**config.mk**
```make
export PLATFORM = sky130hd
export DESIGN_NAME = voice_allocator
export DESIGN_NICKNAME = d
export VERILOG_FILES = /design/src/rtl/voice_allocator.sv
export SDC_FILE = /design/constraint.sdc
export NUM_CORES = 1
export LEC_CHECK = 0
export BUFFER_PORTS_ARGS = -buffer_cell sky130_fd_sc_hd__buf_2
export CORE_MARGIN = 1
export CORE_UTILIZATION = 52
export DETAILED_ROUTE_END_ITERATION = 12
export PLACE_DENSITY = 0.81
export SYNTH_ARGS = -nofsm -noshare
export SYNTH_HDL_FRONTEND = slang
export SYNTH_SLANG_ARGS = --single-unit
```
**constraint.sdc**
```tcl
create_clock -name Clk -period 4.3 [get_ports Clk]
set_input_delay 0.645 -clock Clk [delete_from_list [all_inputs] [get_ports Clk]]
set_output_delay 0.645 -clock Clk [all_outputs]
set_load 0.02 [all_outputs]
```
**src/rtl/voice_allocator.sv**
```systemverilog
// Polyphonic voice scheduler: maps note-on/note-off events onto NUM_VOICES voice slots
// (retrigger, free voice, or steal) and drives per-voice gate, note index and trigger.
module voice_allocator #(
   parameter int NUM_VOICES = 4,
   parameter int IDX_W      = 7,
   parameter int AGE_W      = 4
) (
   input  logic                        Clk,
   input  logic                        Reset_n,
   input  logic                        ev_valid,
   output logic                        ev_ready,
   input  logic                        ev_on,
   input  logic [IDX_W-1:0]            ev_note,
   input  logic                        all_off,
   input  logic [NUM_VOICES-1:0]       voice_done,
   output logic [NUM_VOICES-1:0]       voice_gate,
   output logic [NUM_VOICES-1:0]       voice_trig,
   output logic [NUM_VOICES*IDX_W-1:0] voice_note,
   output logic [NUM_VOICES-1:0]       voice_busy,
   output logic [3:0]                  active_count,
   output logic [1:0]                  dbg_state
);

   localparam int VW = (NUM_VOICES > 1) ? $clog2(NUM_VOICES) : 1;

   localparam logic [1:0] ST_IDLE   = 2'd0;
   localparam logic [1:0] ST_SEARCH = 2'd1;
   localparam logic [1:0] ST_APPLY  = 2'd2;

   localparam logic [1:0] ACT_NOP = 2'd0;
   localparam logic [1:0] ACT_ON  = 2'd1;
   localparam logic [1:0] ACT_OFF = 2'd2;

   localparam logic [AGE_W-1:0] AGE_MAX = {AGE_W{1'b1}};

   logic [1:0]            state;
   logic                  lat_on;
   logic [IDX_W-1:0]      lat_note;
   logic [1:0]            act_q;
   logic [VW-1:0]         tgt_q;

   logic [NUM_VOICES-1:0] gate_q, busy_q, trig_q;
   logic [IDX_W-1:0]      note_q [NUM_VOICES];
   logic [AGE_W-1:0]      age_q  [NUM_VOICES];

   logic [NUM_VOICES-1:0] gate_n, busy_n, trig_n;
   logic [IDX_W-1:0]      note_n [NUM_VOICES];
   logic [AGE_W-1:0]      age_n  [NUM_VOICES];
   logic [3:0]            cnt_n;

   logic                  hit_match, hit_free, hit_rel, hit_gtd, hit_off;
   logic [VW-1:0]         match_idx, free_idx, rel_idx, gtd_idx, off_idx;
   logic [AGE_W-1:0]      rel_age, gtd_age;
   logic [1:0]            sel_act;
   logic [VW-1:0]         sel_tgt;

   // Handshake: an event transfers on a rising Clk edge where ev_valid && ev_ready;
   // the producer holds ev_on/ev_note stable until then. Ready only in IDLE without panic.
   assign ev_ready  = Reset_n && (state == ST_IDLE) && !all_off;
   assign dbg_state = state;

   assign voice_gate = gate_q;
   assign voice_busy = busy_q;
   assign voice_trig = trig_q;

   for (genvar g = 0; g < NUM_VOICES; g++) begin : g_note
      assign voice_note[g*IDX_W +: IDX_W] = note_q[g];
   end

   // Candidate search; strict '>' on age keeps ties on the lowest index.
   always_comb begin
      hit_match = 1'b0;  match_idx = '0;
      hit_free  = 1'b0;  free_idx  = '0;
      hit_rel   = 1'b0;  rel_idx   = '0;  rel_age = '0;
      hit_gtd   = 1'b0;  gtd_idx   = '0;  gtd_age = '0;
      hit_off   = 1'b0;  off_idx   = '0;
      for (int i = 0; i < NUM_VOICES; i++) begin
         if (busy_q[i] && (note_q[i] == lat_note) && !hit_match) begin
            hit_match = 1'b1;
            match_idx = VW'(i);
         end
         if (!busy_q[i] && !hit_free) begin
            hit_free = 1'b1;
            free_idx = VW'(i);
         end
         if (busy_q[i] && !gate_q[i] && (!hit_rel || (age_q[i] > rel_age))) begin
            hit_rel = 1'b1;
            rel_idx = VW'(i);
            rel_age = age_q[i];
         end
         if (gate_q[i] && (!hit_gtd || (age_q[i] > gtd_age))) begin
            hit_gtd = 1'b1;
            gtd_idx = VW'(i);
            gtd_age = age_q[i];
         end
         if (gate_q[i] && (note_q[i] == lat_note) && !hit_off) begin
            hit_off = 1'b1;
            off_idx = VW'(i);
         end
      end

      sel_act = ACT_NOP;
      sel_tgt = '0;
      if (lat_on) begin
         sel_act = ACT_ON;
         if (hit_match)     sel_tgt = match_idx;
         else if (hit_free) sel_tgt = free_idx;
         else if (hit_rel)  sel_tgt = rel_idx;
         else               sel_tgt = gtd_idx;
      end else if (hit_off) begin
         sel_act = ACT_OFF;
         sel_tgt = off_idx;
      end
   end

   // Voice next state; the APPLY commit is last so it overrides a coincident done pulse.
   always_comb begin
      gate_n = gate_q;
      busy_n = busy_q;
      trig_n = '0;
      cnt_n  = '0;
      for (int i = 0; i < NUM_VOICES; i++) begin
         note_n[i] = note_q[i];
         age_n[i]  = age_q[i];
      end

      if ((state == ST_APPLY) && (act_q == ACT_ON)) begin
         for (int i = 0; i < NUM_VOICES; i++) begin
            if (busy_q[i] && (age_q[i] != AGE_MAX)) age_n[i] = age_q[i] + 1'b1;
         end
      end

      for (int i = 0; i < NUM_VOICES; i++) begin
         if (voice_done[i] && !gate_q[i]) begin
            busy_n[i] = 1'b0;
            age_n[i]  = '0;
         end
      end

      if ((state == ST_IDLE) && all_off) gate_n = '0;

      if (state == ST_APPLY) begin
         for (int i = 0; i < NUM_VOICES; i++) begin
            if (VW'(i) == tgt_q) begin
               if (act_q == ACT_ON) begin
                  gate_n[i] = 1'b1;
                  busy_n[i] = 1'b1;
                  trig_n[i] = 1'b1;
                  note_n[i] = lat_note;
                  age_n[i]  = '0;
               end else if (act_q == ACT_OFF) begin
                  gate_n[i] = 1'b0;
               end
            end
         end
      end

      for (int i = 0; i < NUM_VOICES; i++) begin
         cnt_n = cnt_n + {3'b000, busy_n[i]};
      end
   end

   always_ff @(posedge Clk or negedge Reset_n) begin
      if (!Reset_n) begin
         state        <= ST_IDLE;
         lat_on       <= 1'b0;
         lat_note     <= '0;
         act_q        <= ACT_NOP;
         tgt_q        <= '0;
         gate_q       <= '0;
         busy_q       <= '0;
         trig_q       <= '0;
         active_count <= '0;
         for (int i = 0; i < NUM_VOICES; i++) begin
            note_q[i] <= '0;
            age_q[i]  <= '0;
         end
      end else begin
         case (state)
            ST_IDLE: begin
               if (!all_off && ev_valid) begin
                  lat_on   <= ev_on;
                  lat_note <= ev_note;
                  state    <= ST_SEARCH;
               end
            end
            ST_SEARCH: begin
               act_q <= sel_act;
               tgt_q <= sel_tgt;
               state <= ST_APPLY;
            end
            ST_APPLY: state <= ST_IDLE;
            default:  state <= ST_IDLE;
         endcase

         gate_q       <= gate_n;
         busy_q       <= busy_n;
         trig_q       <= trig_n;
         active_count <= cnt_n;
         for (int i = 0; i < NUM_VOICES; i++) begin
            note_q[i] <= note_n[i];
            age_q[i]  <= age_n[i];
         end
      end
   end

endmodule
```
==> Word level (Yosys, flattened, before mapping) <==
Cells that the tools add are included.
{ "totals": {"reg_bits": 74, "output_inout_bits": 47, "word_cells": 221} }
{ "classes": {"n_addsub": 7, "magnitude_cmp": 6, "eq_ne": 16, "muxes": 100, "reduce_logical": 75} }
{ "ops": {"columns": ["op", "count"], "rows": [
  ["$mux 4", 26],
  ["$mux 1", 53],
  ["$logic_and 1x1->1", 40],
  ["$mux 2", 18],
  ["$mux 16", 2],
  ["$eq 7x7->1", 4],
  ["$gt 4x4->1", 6],
  ["$logic_not 1->1", 22],
  ["$add 4x1->4 const B", 4],
  ["$ne 4x4->1 const B", 4],
  ["$reduce_and 3->1", 4],
  ["$logic_or 1x1->1", 6],
  ["$add 3x1->4", 1],
  ["$eq 2x1->1 const B", 2],
  ["$eq 2x2->1 const A", 2],
  ["$eq 2x2->1 const B", 2],
  ["$logic_not 2->1", 2],
  ["$pmux 2 s2", 1],
  ["$add 2x1->3", 1],
  ["$add 1x1->2", 1],
  ["$eq 1x2->1 const A", 1],
  ["$ne 2x1->1 const B", 1],
  ["$reduce_and 2->1", 1]
]} }

==> Logic depth before layout (Yosys ltp) <==
{ "logic_depth": {"depth_word": 19, "ltp_mapped": 24} }

==> Least setup slack after synthesis <==
OpenSTA, ideal clock, no wires.
{ "synth_path": {"path_type": "register to register", "startpoint": "register gate_q[0], in the netlist voice_gate[0]", "endpoint": "register tgt_q[1]", "setup_time_ns": 0.129, "t_arrival_ns": 4.502, "required_time_ns": 4.171, "slack_ns": -0.331, "path_stages_with_launch": 23, "n_path_buf": 1, "period_less_slack_ns": 4.631, "cell_sequence": "dfrtp_1 buf_2 nor2b_1 nand2_1 ha_1 nor2b_1 o211ai_1 a21oi_1 o21bai_2 mux2_2 ha_1 nand4_1 a21oi_1 a311oi_2 mux2_2 ha_1 nor2b_1 o211ai_1 nand3_1 nand4_1 a21oi_1 o211ai_1 nand3_1"} }
{ "synth_via": {"elab_chain_cells": 19, "word_cells_on_any_way": 61, "cone_classes": "6 x order compare; 28 x mux; 27 x reduce/logical"} }
{ "synth_lines": {"columns": ["element", "line_no", "source"], "rows": [
  ["start, declared", "42", "logic [NUM_VOICES-1:0] gate_q, busy_q, trig_q;"],
  ["start signal, assigned", "196", "gate_q <= gate_n;"],
  ["$logic_not 1->1", "86", "if (busy_q[i] && !gate_q[i] && (!hit_rel || (age_q[i] > rel_age))) begin"],
  ["$logic_and 1x1->1", "86", null],
  ["$mux 4 or $mux 1 (tied branches)", "86", null],
  ["$gt 4x4->1 or $logic_not 1->1 (tied branches)", "86", null],
  ["$logic_or 1x1->1", "86", null],
  ["$logic_and 1x1->1", "86", null],
  ["$mux 4 or $mux 1 (tied branches)", "86", null],
  ["$gt 4x4->1 or $logic_not 1->1 (tied branches)", "86", null],
  ["(+3 left out)", null, null],
  ["$gt 4x4->1 or $logic_not 1->1 (tied branches)", "86", null],
  ["$logic_or 1x1->1", "86", null],
  ["$logic_and 1x1->1", "86", null],
  ["$mux 2 or $mux 1 (tied branches)", "86", null],
  ["$mux 2", "108", "else if (hit_rel) sel_tgt = rel_idx;"],
  ["$mux 2", "107", "else if (hit_free) sel_tgt = free_idx;"],
  ["$mux 2", "106", "if (hit_match) sel_tgt = match_idx;"],
  ["$mux 2 *", "104", "if (lat_on) begin"],
  ["end signal, assigned", "189", "tgt_q <= sel_tgt;"],
  ["end, declared", "40", "logic [VW-1:0] tgt_q;"]
]} }
Mark *: on every way between the ends. The rest lies on a longest branch, timed or not.
A chain may end at the register's enable or synchronous reset.

==> Worst setup path after layout <==
Ends and elaborated chain as after synthesis.

==> summary.txt <==
CLOCK TREE
------------------------------------------------------------------------------
Cts bufs inserted                                                            9
H-tree levels                                                                3
Clock tree from TritonCTS                                                  yes
Number of buffers on the longest clock path                                  2
Number of sinks handled by clock tree synthesis                             73
Hold-fix buffer count after cts                                              0
CTS clk-pin slew, worst paths                                            80 ps
Later-pin clock latency in the skew report                              350 ps
Root buffer cell                                                  sky130_fd_sc_hd__clkbuf_8

GRT
------------------------------------------------------------------------------
Initial antenna violation count                                              0
Global-route wire length before repair                                17500 µm
Via count of the first global-routing pass                                3579
Congestion Overflow GR                                                       0
Pin count of the biggest net entering global routing                        55
Global-route usage over all layers                                       26.1%

PWR
------------------------------------------------------------------------------
Overall power after layout                                             1.74 mW
Int Power                                                              1.18 mW
Switching share of power                                                 31.9%
Fraction of power consumed by combinational cells                        20.8%
Fraction of power consumed by sequential logic                           49.1%
Largest vdd supply drop                                               0.288 mV
Static power due to leakage                                            2.62 nW
Cell area power density                                             334 mW/mm²
Net switching power                                                     556 µW
Relative contribution of the clock network to total power                30.1%

SYNTH
------------------------------------------------------------------------------
Cell variety after synth                                                    52
Async SR Flop Fraction                                                    100%
EDFF count, synth                                                            0
Total nets after synthesis                                                 493
Number of warnings printed during yosys synthesis                            0
Portion of the post-synthesis area used by sequential elements           42.2%
Cell area after technology mapping                                 0.00432 mm²
Mean instance size in the synthesized netlist                         9.70 µm²
Prevailing post-synth register cell                               sky130_fd_sc_hd__dfrtp_1
Proportion of netlist area held by the largest area contributor          42.2%
#FFs+latches synth                                                          73
Top cell type by total area after synthesis                       sky130_fd_sc_hd__dfrtp_1
Mapped Cells                                                               446
Leading cell types by total area after synthesis                  sky130_fd_sc_hd__dfrtp_1 42%, sky130_fd_sc_hd__ha_1 8.7%, sky130_fd_sc_hd__mux2_2 7.8%

DRT
------------------------------------------------------------------------------
Top layer in use                                                          met4
Vias after detailed routing                                               3616
Post-route met1 wirelength                                             4300 µm
DRC                                                                          0
Detailed route wirelength on metal3                                     604 µm
Avg Vias per Cell                                                         5.68
First DRT Iteration DRCs                                                   214
Number of nets still failing antenna checks after routing                    0
Routed wirelength normalized by instance count                         16.6 µm
Routed wire length                                                    10600 µm
1st-pass router iterations                                                   4
Routed wl met2                                                         5420 µm

WORST SETUP PATH
------------------------------------------------------------------------------
Critical path type                                                     reg2reg
Reg-to-reg critical path startpoint                               voice_gate[0]$_DFF_PN0_
Element type at the critical path start                                   flop
Reg2Reg Depth                                                               23
Worst Setup End Kind                                                      flop
Data required, critical path                                           4520 ps
Data arrival, critical path                                            4660 ps
Peak fanout along the critical path                                          5
Start point of the critical path                                  voice_gate[0]$_DFF_PN0_

STA
------------------------------------------------------------------------------
Final worst setup slack                                                -143 ps
Peak Freq                                                              225 MHz
Final hold violation count                                                   0
Clk_skew                                                               6.27 ps
Worst slew pin tran                                                     865 ps
Final critical-path share of the clock period                             103%
Shortest clock period the worst path allows after layout               4440 ps
Pins over their slew limit                                                   0
RSZ-0062 raised after global routing                                      true
Worst slew margin                                                        41.6%
Min Hold Slack                                                          229 ps
Endpoints failing setup                                                      2

STATUS
------------------------------------------------------------------------------
Result of the run                                                 complete, but fails checks
Failing checks                                                    negative setup slack

MIN PATH
------------------------------------------------------------------------------
Worst Hold Class                                                      in2async

FLOORPLAN
------------------------------------------------------------------------------
Die width                                                              93.2 µm
Core Region                                                        0.00789 mm²
Die area                                                           0.00868 mm²
Vertical extent of the die                                             93.2 µm
Number of placed I/O pins                                                   63
Starting density of the core                                             54.8%
Row count                                                                   32

FINISH
------------------------------------------------------------------------------
Number of filler cells placed in the layout                                609
# diodes                                                                     0
Share of post-route cells with drive strength above 1                    30.1%
Total area of multi-input combinational cells                      0.00246 mm²
Layout-stage area growth over the synthesis result                       20.6%
Most used cells in the layout excluding fill and tap cells        88 x sky130_fd_sc_hd__nand2_1, 71 x sky130_fd_sc_hd__dfrtp_1, 61 x sky130_fd_sc_hd__buf_2, 31 x sky130_fd_sc_hd__buf_4, 29 x sky130_fd_sc_hd__nor2_1
Most common cell after layout, fill and taps aside                sky130_fd_sc_hd__nand2_1
Final nets                                                                 578
Flip-flop and latch area                                           0.00183 mm²

PLACE
------------------------------------------------------------------------------
Port Buffers                                                                61
Post-DP HPWL                                                           7580 µm
Routability-driven placement congestion ratio                            0.971

FLOW RUN
------------------------------------------------------------------------------
# Max-Cap Violations                                                         0

through the flow:
stage | area [µm²] | setup TNS [ps] | setup slack [ps] | util, % | instances
6_report | 5220 | -256 | -143 | 66.1 | 637
5_1_grt | 5220 | -734 | -395 | 66.1 | 637
4_1_cts | 5160 | -32.8 | -30.0 | 65.4 | 635
3_5_place_dp | 4800 | -439 | -221 | 60.9 | 607
3_3_place_gp | 4800 | -215 | -128 | 60.9 | 607
2_1_floorplan | 4360 | -23.4 | -14.9 | - | 446
Yosys cell counts, types with 6 or more instances:
cell type / instances
sky130_fd_sc_hd__nand2_1: 88
sky130_fd_sc_hd__dfrtp_1: 73
sky130_fd_sc_hd__ha_1: 30
sky130_fd_sc_hd__mux2_2: 30
sky130_fd_sc_hd__nor2_1: 30
sky130_fd_sc_hd__xnor2_1: 26
sky130_fd_sc_hd__inv_1: 17
sky130_fd_sc_hd__nand3_1: 14
sky130_fd_sc_hd__xor2_1: 14
sky130_fd_sc_hd__a21oi_1: 13
sky130_fd_sc_hd__nand4_1: 11
sky130_fd_sc_hd__clkbuf_1: 8
sky130_fd_sc_hd__nor2b_1: 7
sky130_fd_sc_hd__nand2b_1: 6
sky130_fd_sc_hd__o211ai_1: 6
state kept, by name, summed over array words and instances (netlist names):
register	count
lat_on	1
age_q	16
act_q	2
dbg_state	2
voice_trig	4
tgt_q	2
voice_gate	4
voice_busy	4
lat_note	7
active_count	3
voice_note	28
cell type report:
class	instances	area share (%)
clock buffer	10	2.45
tap	102	2.45
multi-input combinational	336	47.2
timing repair buffer	92	10.3
inverter	19	1.37
clock inverter	5	1.10
sequential	73	35.1
critical path, stage by stage (launching register included):
cell	delay, ps
sky130_fd_sc_hd__dfrtp_2	450
sky130_fd_sc_hd__nor2b_4	140
sky130_fd_sc_hd__nand2_1	70
sky130_fd_sc_hd__ha_1	280
sky130_fd_sc_hd__nor2b_1	130
sky130_fd_sc_hd__o211ai_1	160
sky130_fd_sc_hd__a21oi_1	100
sky130_fd_sc_hd__o21bai_2	290
sky130_fd_sc_hd__buf_4	180
sky130_fd_sc_hd__mux2_4	310
sky130_fd_sc_hd__ha_4	160
sky130_fd_sc_hd__nor2b_1	110
sky130_fd_sc_hd__o211ai_1	160
sky130_fd_sc_hd__a311oi_2	230
sky130_fd_sc_hd__buf_4	190
sky130_fd_sc_hd__mux2_4	320
sky130_fd_sc_hd__ha_4	210
sky130_fd_sc_hd__nor2b_4	110
sky130_fd_sc_hd__o211ai_1	150
sky130_fd_sc_hd__nand3_1	90
sky130_fd_sc_hd__nand4_1	130
sky130_fd_sc_hd__a21oi_1	80
sky130_fd_sc_hd__o211ai_1	160
sky130_fd_sc_hd__nand3_1	100
final timing paths:
path | end | slack (ps)
setup / recovery | tgt_q[1]$_DFFE_PN0N_ | -140
hold / removal | age_q[6]$_DFF_PN0_ | 230
setup reg to reg | tgt_q[1]$_DFFE_PN0N_ | -140
hold reg to reg | act_q[0]$_DFFE_PN0N_ | 500
max in group asynchronous | voice_gate[0]$_DFF_PN0_ | 3000
min in group Clk | act_q[0]$_DFFE_PN0N_ | 500
routing by layer:
metal  track usage (%)  vias to the layer above
met5                 0                        -
met4              8.85                        0
met3              4.96                       24
met2              45.0                      132
met1              32.7                     1756
li1                  -                     1704
repair_timing:
item	CTS	global route
pin swaps	10	4
hold endpoints to repair	0	0
resized for setup	11	5
buffers inserted	13	2
endpoints found under the setup margin	2	2
logic make-up (layout without fill, tap and decap cells):
group	Yosys count	after routing	share of synthesized area, %
flip-flops	73	73	42.2
AND/OR/NAND/NOR	183	183	19.8
AO/OA/AOI/OAI	47	47	7.67
other	1	1	0.0867
adder cells (fa/ha/maj)	31	31	9.14
buffers and inverters	37	126	4.22
multiplexers	34	34	8.74
XOR/XNOR	40	40	8.10
power groups by stage:
stage / sequential (mW) / clock, mW / combinational (mW)
after floorplan: 0.879 / 0 / 0.234
after global placement: 0.864 / 0 / 0.340
after detailed placement: 0.871 / 0 / 0.349
after CTS: 0.856 / 0.533 / 0.361
after global routing: 0.868 / 0.552 / 0.396
final: 0.855 / 0.523 / 0.362
(Power assumes the default switching activity.)
